[config.mk]
export PLATFORM = sky130hd
export DESIGN_NAME = uart_hex_shift_flat
export DESIGN_NICKNAME = d
export VERILOG_FILES = /design/src/rtl/uart_hex_shift_if.sv /design/src/rtl/uart_hex_shift.sv /design/src/flat_wrapper.sv
export SDC_FILE = /design/constraint.sdc
export NUM_CORES = 1
export LEC_CHECK = 0
export ABC_AREA = 1
export CAP_MARGIN = 20
export CORE_ASPECT_RATIO = 1.25
export CORE_MARGIN = 5
export CORE_UTILIZATION = 62
export DETAILED_ROUTE_END_ITERATION = 12
export GPL_TIMING_DRIVEN = 0
export PLACE_DENSITY = 0.93
export SETUP_SLACK_MARGIN = 0.3
export SLEW_MARGIN = 10
export SYNTH_ARGS = -nofsm -noshare
export SYNTH_HDL_FRONTEND = slang
export SYNTH_SLANG_ARGS = --single-unit
[constraint.sdc]
create_clock -name clk -period 6.3 [get_ports clk]
set_input_delay 1.89 -clock clk [delete_from_list [all_inputs] [get_ports clk]]
set_output_delay 1.89 -clock clk [all_outputs]
set_load 0.005 [all_outputs]
[src/rtl/uart_hex_shift_if.sv]
// rtl/uart_hex_shift_if.sv - serial line, clear and display bundle for uart_hex_shift
//
// Groups the serial input, the clear strobe and every display/status output
// of uart_hex_shift so they travel as one port.
//   i_rxd          serial line, idle high, 8 data bits LSB first
//   i_clear        synchronous clear of the display buffer
//   o_data         display buffer, DIGITS nibbles
//   o_byte_valid   one-cycle pulse when a byte is accepted
//   o_frame_err    one-cycle pulse on a bad stop bit
//   o_parity_err   one-cycle pulse on a bad parity bit
//   o_anodes       one-hot active-high digit enable
//   o_seg          {A,B,C,D,E,F,G,DP}, active-high
// master drives the line and clear; slave is the receiver/display.

interface uart_hex_shift_if #(
    parameter int DIGITS = 4
);
    logic                  i_rxd;
    logic                  i_clear;
    logic [DIGITS*4-1:0]   o_data;
    logic                  o_byte_valid;
    logic                  o_frame_err;
    logic                  o_parity_err;
    logic [DIGITS-1:0]     o_anodes;
    logic [7:0]            o_seg;

    modport master (
        output i_rxd,
        output i_clear,
        input  o_data,
        input  o_byte_valid,
        input  o_frame_err,
        input  o_parity_err,
        input  o_anodes,
        input  o_seg
    );

    modport slave (
        input  i_rxd,
        input  i_clear,
        output o_data,
        output o_byte_valid,
        output o_frame_err,
        output o_parity_err,
        output o_anodes,
        output o_seg
    );
endinterface

[src/rtl/uart_hex_shift.sv]
// rtl/uart_hex_shift.sv - oversampling UART receiver feeding a shifting hex display
//
// Receives 8-bit frames (optional even/odd parity, one stop bit) by
// oversampling the line from the system clock, shifts every accepted byte
// into a DIGITS-nibble display buffer and scans that buffer onto a
// multiplexed seven-segment display.
//   clk   system clock, all logic on the rising edge
//   rst   asynchronous active-high reset
//   bus   uart_hex_shift_if.slave: i_rxd, i_clear in; o_data, o_byte_valid,
//         o_frame_err, o_parity_err, o_anodes, o_seg out

module uart_hex_shift #(
    parameter int                  CLK_HZ     = 48_000_000,
    parameter int                  BAUD       = 38400,
    parameter int                  OVERSAMPLE = 16,
    parameter int                  DIGITS     = 4,
    parameter int                  PARITY     = 0,
    parameter int                  SCAN_DIV   = 48000,
    parameter logic [DIGITS*4-1:0] INIT       = 16'hAA00
) (
    input  logic                  clk,
    input  logic                  rst,
    uart_hex_shift_if.slave       bus
);

    localparam int TICK_DIV = CLK_HZ / (BAUD * OVERSAMPLE);
    localparam int TW       = (TICK_DIV > 1) ? $clog2(TICK_DIV) : 1;
    localparam int SCW      = $clog2(OVERSAMPLE);
    localparam int SW       = (SCAN_DIV > 1) ? $clog2(SCAN_DIV) : 1;
    localparam int DW       = $clog2(DIGITS);
    localparam int DATA_W   = DIGITS * 4;

    localparam logic [TW-1:0]  TICK_LAST  = TW'(TICK_DIV - 1);
    localparam logic [SCW-1:0] SC_MID     = SCW'(OVERSAMPLE / 2 - 1);
    localparam logic [SCW-1:0] SC_LAST    = SCW'(OVERSAMPLE - 1);
    localparam logic [SW-1:0]  SCAN_LAST  = SW'(SCAN_DIV - 1);
    localparam logic [DW-1:0]  DIGIT_LAST = DW'(DIGITS - 1);

    typedef enum logic [2:0] {
        S_IDLE,
        S_START,
        S_DATA,
        S_PAR,
        S_STOP,
        S_BREAK
    } state_t;

    function automatic logic [7:0] f_glyph(input logic [3:0] n);
        logic [7:0] g;
        case (n)
            4'h0: g = 8'hFC;
            4'h1: g = 8'h60;
            4'h2: g = 8'hDA;
            4'h3: g = 8'hF2;
            4'h4: g = 8'h66;
            4'h5: g = 8'hB6;
            4'h6: g = 8'hBE;
            4'h7: g = 8'hE0;
            4'h8: g = 8'hFE;
            4'h9: g = 8'hF6;
            4'hA: g = 8'hEE;
            4'hB: g = 8'h3E;
            4'hC: g = 8'h9C;
            4'hD: g = 8'h7A;
            4'hE: g = 8'h9E;
            default: g = 8'h8E;
        endcase
        return g;
    endfunction

    // ------------------------------------------------------------------
    // Tick divider: free-running, never aligned to the line, so start
    // detection carries up to one tick of jitter.
    // ------------------------------------------------------------------
    logic [TW-1:0] r_tick_cnt;
    logic          r_tick;
    logic          w_tick;

    assign w_tick = (r_tick_cnt == TICK_LAST);

    always_ff @(posedge clk or posedge rst) begin
        if (rst) begin
            r_tick_cnt <= '0;
        end else if (w_tick) begin
            r_tick_cnt <= '0;
        end else begin
            r_tick_cnt <= r_tick_cnt + TW'(1);
        end
    end

    // Combinational tick: high in the cycle where the counter sits at its
    // last value, which is the edge the receiver acts on.
    always_comb begin
        r_tick = w_tick;
    end

    // ------------------------------------------------------------------
    // Two-flop synchroniser; idles high so reset never looks like a start.
    // ------------------------------------------------------------------
    logic r_rx_meta;
    logic r_rx_sync;

    always_ff @(posedge clk or posedge rst) begin
        if (rst) begin
            r_rx_meta <= 1'b1;
            r_rx_sync <= 1'b1;
        end else begin
            r_rx_meta <= bus.i_rxd;
            r_rx_sync <= r_rx_meta;
        end
    end

    // ------------------------------------------------------------------
    // Receive FSM
    // ------------------------------------------------------------------
    state_t         r_state;
    state_t         w_state_next;
    logic [SCW-1:0] r_sc;
    logic [SCW-1:0] w_sc_next;
    logic [2:0]     r_bit_idx;
    logic [2:0]     w_bit_idx_next;
    logic [7:0]     r_shift;
    logic [7:0]     w_shift_next;
    logic           r_par_bit;
    logic           w_par_bit_next;
    logic           w_accept;
    logic           w_frame_err;
    logic           w_parity_err;
    logic           w_par_bad;

    // Parity bit is XORed with the data so even mode expects 0, odd mode 1.
    always_comb begin
        w_par_bad = 1'b0;
        if (PARITY == 1) begin
            w_par_bad = (^r_shift) ^ r_par_bit;
        end else if (PARITY == 2) begin
            w_par_bad = ~((^r_shift) ^ r_par_bit);
        end
    end

    always_comb begin
        w_state_next   = r_state;
        w_sc_next      = r_sc;
        w_bit_idx_next = r_bit_idx;
        w_shift_next   = r_shift;
        w_par_bit_next = r_par_bit;
        w_accept       = 1'b0;
        w_frame_err    = 1'b0;
        w_parity_err   = 1'b0;

        if (r_tick) begin
            case (r_state)
                S_IDLE: begin
                    if (!r_rx_sync) begin
                        w_state_next = S_START;
                        w_sc_next    = '0;
                    end
                end

                // Re-check the line half a bit in; a high line here was a glitch.
                S_START: begin
                    if (r_sc == SC_MID) begin
                        if (r_rx_sync) begin
                            w_state_next = S_IDLE;
                        end else begin
                            w_state_next   = S_DATA;
                            w_sc_next      = '0;
                            w_bit_idx_next = 3'd0;
                        end
                    end else begin
                        w_sc_next = r_sc + SCW'(1);
                    end
                end

                S_DATA: begin
                    if (r_sc == SC_LAST) begin
                        w_sc_next               = '0;
                        w_shift_next[r_bit_idx] = r_rx_sync;
                        if (r_bit_idx == 3'd7) begin
                            w_state_next = (PARITY != 0) ? S_PAR : S_STOP;
                        end else begin
                            w_bit_idx_next = r_bit_idx + 3'd1;
                        end
                    end else begin
                        w_sc_next = r_sc + SCW'(1);
                    end
                end

                S_PAR: begin
                    if (r_sc == SC_LAST) begin
                        w_sc_next      = '0;
                        w_par_bit_next = r_rx_sync;
                        w_state_next   = S_STOP;
                    end else begin
                        w_sc_next = r_sc + SCW'(1);
                    end
                end

                // Framing error wins over parity: a broken frame says nothing
                // trustworthy about its parity bit.
                S_STOP: begin
                    if (r_sc == SC_LAST) begin
                        w_sc_next = '0;
                        if (!r_rx_sync) begin
                            w_frame_err  = 1'b1;
                            w_state_next = S_BREAK;
                        end else if (w_par_bad) begin
                            w_parity_err = 1'b1;
                            w_state_next = S_IDLE;
                        end else begin
                            w_accept     = 1'b1;
                            w_state_next = S_IDLE;
                        end
                    end else begin
                        w_sc_next = r_sc + SCW'(1);
                    end
                end

                // Hold off until the line returns high so a stuck-low line
                // does not read as an endless run of start bits.
                S_BREAK: begin
                    if (r_rx_sync) begin
                        w_state_next = S_IDLE;
                    end
                end

                default: begin
                    w_state_next = S_IDLE;
                end
            endcase
        end
    end

    always_ff @(posedge clk or posedge rst) begin
        if (rst) begin
            r_state   <= S_IDLE;
            r_sc      <= '0;
            r_bit_idx <= 3'd0;
            r_shift   <= 8'd0;
            r_par_bit <= 1'b0;
        end else begin
            r_state   <= w_state_next;
            r_sc      <= w_sc_next;
            r_bit_idx <= w_bit_idx_next;
            r_shift   <= w_shift_next;
            r_par_bit <= w_par_bit_next;
        end
    end

    // ------------------------------------------------------------------
    // Display buffer and status pulses. Clear beats a same-cycle accept,
    // and the byte it displaces is not reported.
    // ------------------------------------------------------------------
    logic [DATA_W-1:0] r_data;
    logic              r_byte_valid;
    logic              r_frame_err;
    logic              r_parity_err;

    always_ff @(posedge clk or posedge rst) begin
        if (rst) begin
            r_data       <= INIT;
            r_byte_valid <= 1'b0;
            r_frame_err  <= 1'b0;
            r_parity_err <= 1'b0;
        end else begin
            r_byte_valid <= w_accept && !bus.i_clear;
            r_frame_err  <= w_frame_err;
            r_parity_err <= w_parity_err;
            if (bus.i_clear) begin
                r_data <= '0;
            end else if (w_accept) begin
                r_data <= {r_data[DATA_W-9:0], r_shift};
            end
        end
    end

    // ------------------------------------------------------------------
    // Display scan. Anodes and segments are both loaded from the digit
    // index of the coming cycle so they always switch together; segments
    // also follow data changes on the current digit.
    // ------------------------------------------------------------------
    logic [SW-1:0] r_scan_cnt;
    logic [DW-1:0] r_digit;
    logic [DW-1:0] w_digit_next;
    logic          w_scan_wrap;
    logic [3:0]    w_nibble;
    logic [DIGITS-1:0] r_anodes;
    logic [7:0]    r_seg;

    assign w_scan_wrap = (r_scan_cnt == SCAN_LAST);

    always_comb begin
        w_digit_next = r_digit;
        if (w_scan_wrap) begin
            w_digit_next = (r_digit == DIGIT_LAST) ? '0 : r_digit + DW'(1);
        end
    end

    assign w_nibble = r_data[w_digit_next*4 +: 4];

    always_ff @(posedge clk or posedge rst) begin
        if (rst) begin
            r_scan_cnt <= '0;
            r_digit    <= '0;
            r_anodes   <= DIGITS'(1);
            r_seg      <= f_glyph(INIT[3:0]);
        end else begin
            r_scan_cnt <= w_scan_wrap ? '0 : r_scan_cnt + SW'(1);
            r_digit    <= w_digit_next;
            r_anodes   <= DIGITS'(1) << w_digit_next;
            r_seg      <= f_glyph(w_nibble);
        end
    end

    assign bus.o_data       = r_data;
    assign bus.o_byte_valid = r_byte_valid;
    assign bus.o_frame_err  = r_frame_err;
    assign bus.o_parity_err = r_parity_err;
    assign bus.o_anodes     = r_anodes;
    assign bus.o_seg        = r_seg;

endmodule

[src/flat_wrapper.sv]
// flat-port wrapper written by rule: the top's interface ports become plain ports
module uart_hex_shift_flat 
#(
    parameter int                  CLK_HZ     = 48_000_000,
    parameter int                  BAUD       = 38400,
    parameter int                  OVERSAMPLE = 16,
    parameter int                  DIGITS     = 4,
    parameter int                  PARITY     = 0,
    parameter int                  SCAN_DIV   = 48000,
    parameter logic [DIGITS*4-1:0] INIT       = 16'hAA00
)
  (clk, rst, bus_i_rxd, bus_i_clear, bus_o_data, bus_o_byte_valid, bus_o_frame_err, bus_o_parity_err, bus_o_anodes, bus_o_seg);
  uart_hex_shift_if #(.DIGITS(DIGITS)) bus_i ();
  input  logic clk;
  input  logic rst;
  input wire logic [$bits(bus_i.i_rxd)-1:0] bus_i_rxd;
  input wire logic [$bits(bus_i.i_clear)-1:0] bus_i_clear;
  output wire logic [$bits(bus_i.o_data)-1:0] bus_o_data;
  output wire logic [$bits(bus_i.o_byte_valid)-1:0] bus_o_byte_valid;
  output wire logic [$bits(bus_i.o_frame_err)-1:0] bus_o_frame_err;
  output wire logic [$bits(bus_i.o_parity_err)-1:0] bus_o_parity_err;
  output wire logic [$bits(bus_i.o_anodes)-1:0] bus_o_anodes;
  output wire logic [$bits(bus_i.o_seg)-1:0] bus_o_seg;
  assign bus_i.i_rxd = bus_i_rxd;
  assign bus_i.i_clear = bus_i_clear;
  assign bus_o_data = bus_i.o_data;
  assign bus_o_byte_valid = bus_i.o_byte_valid;
  assign bus_o_frame_err = bus_i.o_frame_err;
  assign bus_o_parity_err = bus_i.o_parity_err;
  assign bus_o_anodes = bus_i.o_anodes;
  assign bus_o_seg = bus_i.o_seg;
  uart_hex_shift #(.CLK_HZ(CLK_HZ), .BAUD(BAUD), .OVERSAMPLE(OVERSAMPLE), .DIGITS(DIGITS), .PARITY(PARITY), .SCAN_DIV(SCAN_DIV), .INIT(INIT)) u_core (.clk(clk), .rst(rst), .bus(bus_i));
endmodule
==> results of run 1 <==
cell usage in the layout, fill, tap and decap left out, drive strengths merged, types with 2 or more instances in the layout:
cell type	Yosys	final
clkbuf	2	12
nand3	34	34
xor2	6	6
buf	3	4
nand2	127	127
nand4	6	6
o21ai	36	36
a21oi	16	16
nor3	9	9
nor2	44	44
or2	2	2
clkinv	0	4
o22ai	6	6
a31oi	5	5
conb	1	2
inv	69	69
clkdlybuf4s50	0	32
dfrtp	61	61
dfstp	13	13
ha	14	14
Yosys cell counts:
library cell / instances
o2111ai_1: 1
inv_1: 63
nand3_1: 32
ha_1: 14
o31ai_1: 1
o21a_1: 1
dfstp_2: 13
xor2_1: 6
nor2_4: 2
nor3_2: 1
xnor2_1: 1
o21ai_4: 1
o21ai_2: 2
dfrtp_1: 61
nor2_2: 5
nand2_2: 14
nor3_1: 8
or2_2: 2
nand3_4: 1
o22ai_1: 6
buf_12: 1
a31oi_1: 5
clkbuf_1: 2
nor4_1: 1
nand3_2: 1
a22oi_1: 1
a21oi_1: 16
nand2_1: 107
buf_4: 2
nand3b_1: 1
nand4_2: 1
nand2_8: 1
nand2_4: 5
inv_2: 6
conb_1: 1
o21ai_0: 27
o21ai_1: 6
nand4_1: 5
nor2_1: 37
where the power goes:
group	switching (uW)	leakage (uW)	internal (uW)	total, uW
combinational	12.5	0.00109	4.96	17.5
sequential	0.640	0.000960	476	477
clock	173	0.0000958	180	353
total	186	0.00214	661	847
registers in the layout, summed over array words and instances (netlist names), 2 cells and up:
signal,cells
u_core.bus.o_anodes,4
u_core.bus.o_data,16
u_core.bus.o_seg,7
u_core.r_bit_idx,3
u_core.r_digit,2
u_core.r_sc,4
u_core.r_scan_cnt,16
u_core.r_shift,8
u_core.r_state,3
u_core.r_tick_cnt,7
layout make-up:
type                    instances  area [sq um]
plain buffers                   5         42.54
clock buffers                  10         127.6
clock inverters                 6         57.56
fillers                       421          1625
inverters                      69         261.5
multi-input cells             314          1689
flip-flops and latches         74          1868
well taps                      85         106.4
repair buffers                 33         347.8
through the flow:
step | hold slack (ns) | cell area [sq um] | utilization
5_1_grt | 0.3673 | 4501 | 0.7347
6_report | 0.3575 | 4501 | 0.7347
3_3_place_gp | 0.3458 | 4285 | 0.6996
3_5_place_dp | 0.3479 | 4315 | 0.7045
2_1_floorplan | 0.3452 | 3859 | -
4_1_cts | 0.3588 | 4501 | 0.7347
worst max path at each step:
stage / from / to / slack (ns)
2_1_floorplan: rst / u_core.bus.o_anodes[1] / 2.55
3_3_place_gp: rst / u_core.bus.o_data[14] / 1.51
3_5_place_dp: bus_i_clear / u_core.bus.o_data[5] / 3.04
4_1_cts: u_core.bus.o_data[9] / bus_o_data[9] / 2.97
5_1_grt: u_core.bus.o_data[9] / bus_o_data[9] / 2.92
6_report: u_core.bus.o_data[9] / bus_o_data[9] / 2.97
kinds of logic after synthesis:
kind of cell,Yosys count,synth area share
simple gates,224,0.2765
other cells,1,0.0009728
compound gates,67,0.09835
xor+xnor,7,0.01590
buf+inv,74,0.07822
fa+ha+maj,14,0.04544
flops,74,0.4846
layer usage:
layer	vias to the layer above	wire length, microns	part of all wire	global-route usage
met3	27	363	0.045	0.04520
met1	1499	3194	0.40	0.2556
met4	0	248	0.031	0.1144
met5	-	0	0	0
li1	1568	-	-	-
met2	103	4266	0.53	0.3852
==> results.txt, run 1 <==
Yosys reg bits: 74
Final Instance Count excl. Fillers: 596
Initial Util: 0.6293
Worst Hold Class: reg2reg
Min cycle time layout: 3.332 ns
Worst EP required: 4.41 ns
Area Overhead vs Synth: 16.75%
Slowest stage delay, CP: 0.58 ns
Vias: 3197
Post-CTS sizing: 0
Hold_buf cts: 0
Final Hold Vio Count: 0
Critical path arrival: 1.44 ns
Final Max Slew Viols: 0
CTS tree: done
NumNets Final: 524
Total congestion overflow: 0
Post-route worst setup slack: 2.968 ns
Area leader, netlist: dfrtp_1
Die area: 7904 sq um
I/O Pins: 35
Cells after DPL: 580
GPL Wtd Cong: 0.9681
Dpl hpwl: 6123 microns
Clock Latency Late Sink: 0.35 ns
Worst Hold Path EP: u_core.r_rx_sync
P_leak: 0.002144 uW
FF-to-FF Start: u_core.r_scan_cnt[0]
H-tree depth: 3
Reg2reg setup slack: 3.69 ns
Clock Path Buffers: 2
Layout cells sized above 1: 0.1468
Die X: 80.53 microns
Initial antenna violation count: 0
Final setup viols: 0
RSZ-0062 raised after global routing: no
Fin Setup TNS: 0 ns
Max Cap Violations: 0
Setup slack at placement: 3.040 ns
Fmax: 0.3001 GHz
Hold path startpoint: u_core.r_rx_meta
Crit Path Max Fanout: 3
Share of the synthesized area in the top cell type: 0.3960
Worst clock skew: 0.009266 ns
Ys Warns: 0
Startpoint types: flop
VDD IR max: 186.8 uV
CP bufs+invs: 1
CTS buffer count: 9
Core area: 6126 sq um
Total Power: 847.2 uW
Pwr dens: 188.2 nW/um^2
Outcome: finished clean
Port buffer count: 32
Fin crit share: 0.5288
Worst path slowest cell: dfstp_2
Row cnt: 32
Root buffer cell: clkbuf_8
Largest net degree at the start of global routing: 55
Worst path depth: 1
Routed len/inst: 13.55 microns
N_diodes: 0
RR Endpoint: u_core.bus.o_seg[2]
DR DRC count: 0
Syn Std Cell Area: 3855 sq um
Post-Synthesis Cells: 461
Die Y: 98.16 microns
Global Route Usage Sum: 0.2227
Synth top area cells: dfrtp_1 (40%), nand2_1 (10%), dfstp_2 (8.9%), inv_1 (6.1%), ha_1 (4.5%)
CP Class: reg2out
Setup Fix Bufs, Post-CTS: 0
Critical Path Sink Type: primary output
Vias per std cell: 5.364
Sequential area share after synthesis: 0.4846
First-pass GRT wire length: 13950 microns
Synth unique cells: 39
Cell depth of the worst hold path: 0
Reg clk slew, reported paths: 0.07 ns
Mean area per synthesized cell: 8.362 sq um
WL final: 8073 microns
Delay-heaviest family, CP: flip-flops
Vias in the first global route: 3124
Clock sinks: 74
FF-to-FF path depth: 16
DRT Pass-1 Iters: 5
CP Cell Sequence: clkdlybuf4s50_1
DRT iter0 DRCs: 255
Routed Antenna Nets: 0
Power figures use the tool's default switching activity.
==> run 2: changes to the inputs <==
Settings changed: CORE_UTILIZATION 62 to 52, PLACE_DENSITY 0.93 to 0.84.
Clock period 6.3 ns to 3 ns, I/O delays scaled along.
==> run 2 against run 1 <==
  * Sequential share of layout area is 0.23 points lower
  * Total power grew 110%
  * Combinational power is 110% higher
  * Worst hold slack better by 0.0049 ns
  * Clock-buffer cell count shrank 1
  * Critical path type is now reg2reg
  * Highest routed layer unchanged
  * Final cell count grew 1.2%
  * Worst setup slack lost 2.4 ns
  * Register-to-register slack worse by 3.1 ns
  * Utilization shrank 12 points
  * Die area is 17% higher
  * Non-clock buffer count did not move
  * Largest cell class unchanged
==> results.txt, run 2 (synthesis results as in run 1) <==
CP Cell Sequence: ha_2 -> nand3_4 -> nor2_4 -> nand3_4 -> nand2_4 -> buf_12 -> nand2_2 -> nand2_1 -> nand2_2 -> nand2_2 -> inv_1 -> ha_1 -> nand3b_1 -> nand2_1 -> nand2_1 -> nand2_1
Setup Fix Bufs, Post-CTS: 0
Slew headroom: 0.4890
Die X: 87.01 microns
N_diodes: 0
Slowest stage delay, CP: 0.41 ns
Critical Path Sink Type: flop
Port buffer count: 32
Critical Path Most Common Cell: nand2_1
Area occupied by multi-input gates: 1704 sq um
Worst clock skew: 0.009877 ns
CP Class: reg2reg
Clock Path Buffers: 2
DRT iter0 DRCs: 231
Vias per std cell: 5.275
P_leak: 0.002135 uW
Fin Setup TNS: 0 ns
Total congestion overflow: 0
Max Cap Violations: 0
Hold_buf cts: 0
NumNets Final: 524
DRT Pass-1 Iters: 5
Root buffer cell: clkbuf_8
Clock sinks: 74
Fillers: 589
Hold_ws: 0.3624 ns
Fin crit share: 0.8184
Dpl hpwl: 5893 microns
Vias in the first global route: 3206
Area Overhead vs Synth: 17.40%
Die Y: 106.3 microns
Worst Max-Slew Pin Slew: 0.7648 ns
FF-to-FF path depth: 16
Most common cell after layout, fill and taps aside: nand2_1
Outcome: finished clean
RSZ-0062 raised after global routing: no
Routed Antenna Nets: 0
Layout cells sized above 1: 0.1507
Crit Path Max Fanout: 10
Worst EP required: 3.30 ns
Global Route Usage Sum: 0.1877
Final Hold Vio Count: 0
Pwr dens: 397.7 nW/um^2
Core area: 7313 sq um
Min cycle time layout: 2.455 ns
First-pass GRT wire length: 13920 microns
Reg area: 1868 sq um
Reg clk slew, reported paths: 0.08 ns
Initial antenna violation count: 0
H-tree depth: 3
Vias: 3181
WL final: 7947 microns
Cell depth of the worst hold path: 0
CTS tree: done
VDD IR max: 298.9 uV
Startpoint types: flop
Critical path arrival: 2.76 ns
Initial Util: 0.5271
Final Max Slew Viols: 0
Routed len/inst: 13.18 microns
Final setup viols: 0
DR DRC count: 0
CTS buffer count: 9
Clock Latency Late Sink: 0.36 ns
Worst path slowest cell: dfrtp_1
Largest net degree at the start of global routing: 40
I/O Pins: 35
GPL Wtd Cong: 0.8898
Commonest cells after routing, fill and taps aside: nand2_1 (107), inv_1 (62), dfrtp_1 (61), nor2_1 (37)
Die area: 9246 sq um
Row cnt: 35
Worst Hold Class: reg2reg
Fmax: 0.4073 GHz
## run 2: repair_timing
action                     in CTS  in global routing
hold endpoints to repair        0                  0
setup endpoints to repair       0                  3
gates resized for setup         0                  3
## run 2: cell type report
class / instances / share of cell area
Clock buffer: 9 / 0.02737
Buffer: 5 / 0.009400
Sequential cell: 74 / 0.4128
Clock inverter: 7 / 0.01521
Multi-Input combinational cell: 314 / 0.3766
Timing Repair Buffer: 33 / 0.07520
Tap cell: 92 / 0.02544
Inverter: 69 / 0.05806
## run 2: power breakdown
group	internal, uW	total, uW	switching (uW)
Clock	382	762	380
Combinational	9.32	36.1	26.8
Sequential	1000	1000	1.47
Total	1390	1800	409
## run 2: critical path, delay by kind of cell (launching register included)
| family | cells | cell delay, ns |
|---|---|---|
| and+or+nand+nor | 12 | 1.29 |
| buffers and inverters | 2 | 0.23 |
| adders and majority gates | 2 | 0.46 |
| DFF | 1 | 0.41 |
## run 2: worst paths after layout
check | start | end | slack [ns]
worst max register to register | u_core.r_scan_cnt[0] | u_core.bus.o_seg[4] | 0.54
min in group asynchronous | rst | u_core.r_tick_cnt[0] | 1.03
worst min register to register | u_core.r_rx_meta | u_core.r_rx_sync | 0.36
max in group asynchronous | rst | u_core.bus.o_anodes[0] | 1.28
worst min-delay path | u_core.r_rx_meta | u_core.r_rx_sync | 0.36
worst max-delay path | u_core.r_scan_cnt[0] | u_core.bus.o_seg[4] | 0.54
## run 2: layer usage
metal | vias to the layer above | wire, microns | GRT usage | share of wire
met2 | 98 | 4215 | 0.3284 | 0.53
met4 | 0 | 224 | 0.09243 | 0.028
met1 | 1500 | 3170 | 0.2150 | 0.40
met3 | 21 | 337 | 0.03488 | 0.042
li1 | 1562 | - | - | -
met5 | - | 0 | 0 | 0
## run 2: per-stage QoR
stage,area (sq um),cells,power (uW),util,setup WS (ns)
finish,4526,603,1800,0.6188,0.5447
CTS,4511,603,1810,0.6168,0.4480
global route,4526,603,1861,0.6188,0.3292
detailed placement,4318,587,1058,0.5904,0.4793
global placement,4298,586,1054,0.5877,0.4441
floorplan,3862,462,1042,-,0.7830
==> run 3: changes to the inputs <==
Settings changed: CORE_UTILIZATION 52 to 57, PLACE_DENSITY 0.84 to 0.87.
Clock period 3 ns to 2.3 ns, I/O delays scaled along.
==> run 3 against run 2 <==
  * The run now ends with setup timing left
  * Non-clock buffer count is 38 higher
  * First-iteration DRC count is 65% higher
  * Highest routed layer unchanged
  * Worst hold slack worse by 0.0055 ns
  * Global-route usage is 4.9 points higher
  * Clock-buffer cell count stayed put
  * Die area is 7.9% lower
  * Sequential share of layout area is 4.6 points lower
  * Clock power is 80% higher
  * Register-to-register slack worse by 0.58 ns
  * Design area is 13% higher
  * Combinational power is 48% higher
==> results.txt, run 3 (synthesis results as in run 1) <==
Hold_buf cts: 0
Final Max Slew Viols: 0
Critical Path Sink Type: flop
Fillers: 389
Outcome: finished, violations left
Failing checks: setup timing
P_leak: 0.002395 uW
Core area: 6565 sq um
Die X: 83.56 microns
Clock Path Buffers: 2
Area Overhead vs Synth: 32.42%
Die Y: 101.9 microns
Worst clock skew: 0.02275 ns
Port buffer count: 32
Dpl hpwl: 5942 microns
Max Cap Violations: 0
Worst Hold Class: reg2reg
Min cycle time layout: 2.337 ns
Startpoint types: flop
Pwr dens: 533.8 nW/um^2
Most common cell after layout, fill and taps aside: nand2_1
Fmax: 0.4280 GHz
Die area: 8518 sq um
DR DRC count: 0
Crit Path Max Fanout: 6
Clock sinks: 74
GPL Wtd Cong: 0.8649
Critical path arrival: 2.65 ns
DRT Pass-1 Iters: 8
Grt met2 use: 0.4407
Routed len/inst: 17.61 microns
Largest net degree at the start of global routing: 30
Root buffer cell: clkbuf_8
Final setup viols: 2
Vias per std cell: 5.755
Routed Antenna Nets: 0
Vias in the first global route: 3476
Worst EP required: 2.61 ns
N_diodes: 0
Initial Util: 0.5872
Fin crit share: 1.016
CP Class: reg2reg
Hold_ws: 0.3569 ns
Fin Setup TNS: -0.04930 ns
CTS buffer count: 9
Vias: 3666
WL final: 11220 microns
Row cnt: 33
Post-route worst setup slack: -0.03665 ns
RSZ-0062 raised after global routing: yes
H-tree depth: 3
Reg clk slew, reported paths: 0.10 ns
NumNets Final: 563
Met3 Use GR: 0.03952
Total congestion overflow: 0
Gr busiest metal: met2
Clock Latency Late Sink: 0.37 ns
Commonest cells after routing, fill and taps aside: nand2_1 (101), inv_1 (61), dfrtp_1 (59), buf_4 (37), nor2_1 (31)
Final Hold Vio Count: 0
Layout cells sized above 1: 0.2618
VDD IR max: 401.6 uV
Global Route Usage Sum: 0.2363
I/O Pins: 35
DRT iter0 DRCs: 381
Initial antenna violation count: 0
GR Util met1: 0.2622
CTS tree: done
First-pass GRT wire length: 16110 microns
==> run 3: cell types whose count changed in the layout (fill, tap and decap cells not counted), sizes merged, moves of 3 or more <==
cell,previous run,this run
bufinv,1,4
dlygate4sd2,0,11
buf,4,42
clkdlybuf4s50,32,21
==> run 3: final cells by class <==
class | instances | area [sq um] | area share
repair buffers | 71 | 631.9 | 0.1238
flip-flops and latches | 74 | 1871 | 0.3664
inverters | 69 | 270.3 | 0.05294
clock inverters | 7 | 141.4 | 0.02770
plain buffers | 5 | 43.79 | 0.008578
multi-input cells | 315 | 1914 | 0.3750
well taps | 87 | 108.9 | 0.02132
clock buffers | 9 | 123.9 | 0.02426
==> run 3: power by group <==
part | leakage [uW] | internal, uW | switching, uW
Sequential | 0.000956 | 1300 | 1.66
Clock | 0.000129 | 830 | 535
Combinational | 0.00131 | 15.8 | 37.6
==> run 3: worst max-delay path: stages, from the launching register on <==
cell and delay (ns):
dfrtp_1 0.39, nand2_1 0.11, inv_1 0.13, nand2_4 0.09, nor2_4 0.16, nand3_4 0.14, nand2_4 0.11, buf_12 0.12
nand2_4 0.06, nand2_4 0.07, nand2_4 0.08, nand2_8 0.13, inv_8 0.05, ha_4 0.15, nand3b_1 0.21, nand2_1 0.13
nand2_1 0.07, nand2_1 0.06
==> run 3: timing repair <==
action,4_1_cts,5_1_grt
setup endpoints to repair,27,35
pin swaps,11,19
gates resized for setup,26,28
buffers inserted,23,14
cloned,0,1
hold endpoints to repair,0,0
==> run 3: worst paths after layout <==
check	to	slack, ns	cells after the start	from
worst min register to register	u_core.r_rx_sync	0.36	0	u_core.r_rx_meta
min in group asynchronous	u_core.bus.o_seg[1]	0.68	2	rst
worst max-delay path	u_core.bus.o_seg[1]	-0.04	17	u_core.r_scan_cnt[4]
worst max register to register	u_core.bus.o_seg[1]	-0.04	17	u_core.r_scan_cnt[4]
worst min-delay path	u_core.r_rx_sync	0.36	0	u_core.r_rx_meta
max in group asynchronous	u_core.bus.o_data[13]	0.85	4	rst
==> run 3: metal layers <==
layer	part of all wire	vias up
met1	0.37	1735
li1	-	1646
met2	0.51	223
met5	0	-
met4	0.051	0
met3	0.070	62
==> run 3: per-stage QoR <==
stage	cell area [sq um]	power [uW]	util	cells	worst slack, ns
after detailed placement	4388	1384	0.6684	583	0.05489
final	5105	2725	0.7776	637	-0.03665
after global routing	5105	2781	0.7776	637	-0.07923
after CTS	4873	2704	0.7423	622	0.1922
after floorplan	3919	1359	-	462	0.2858
after global placement	4348	1375	0.6623	581	-0.1369
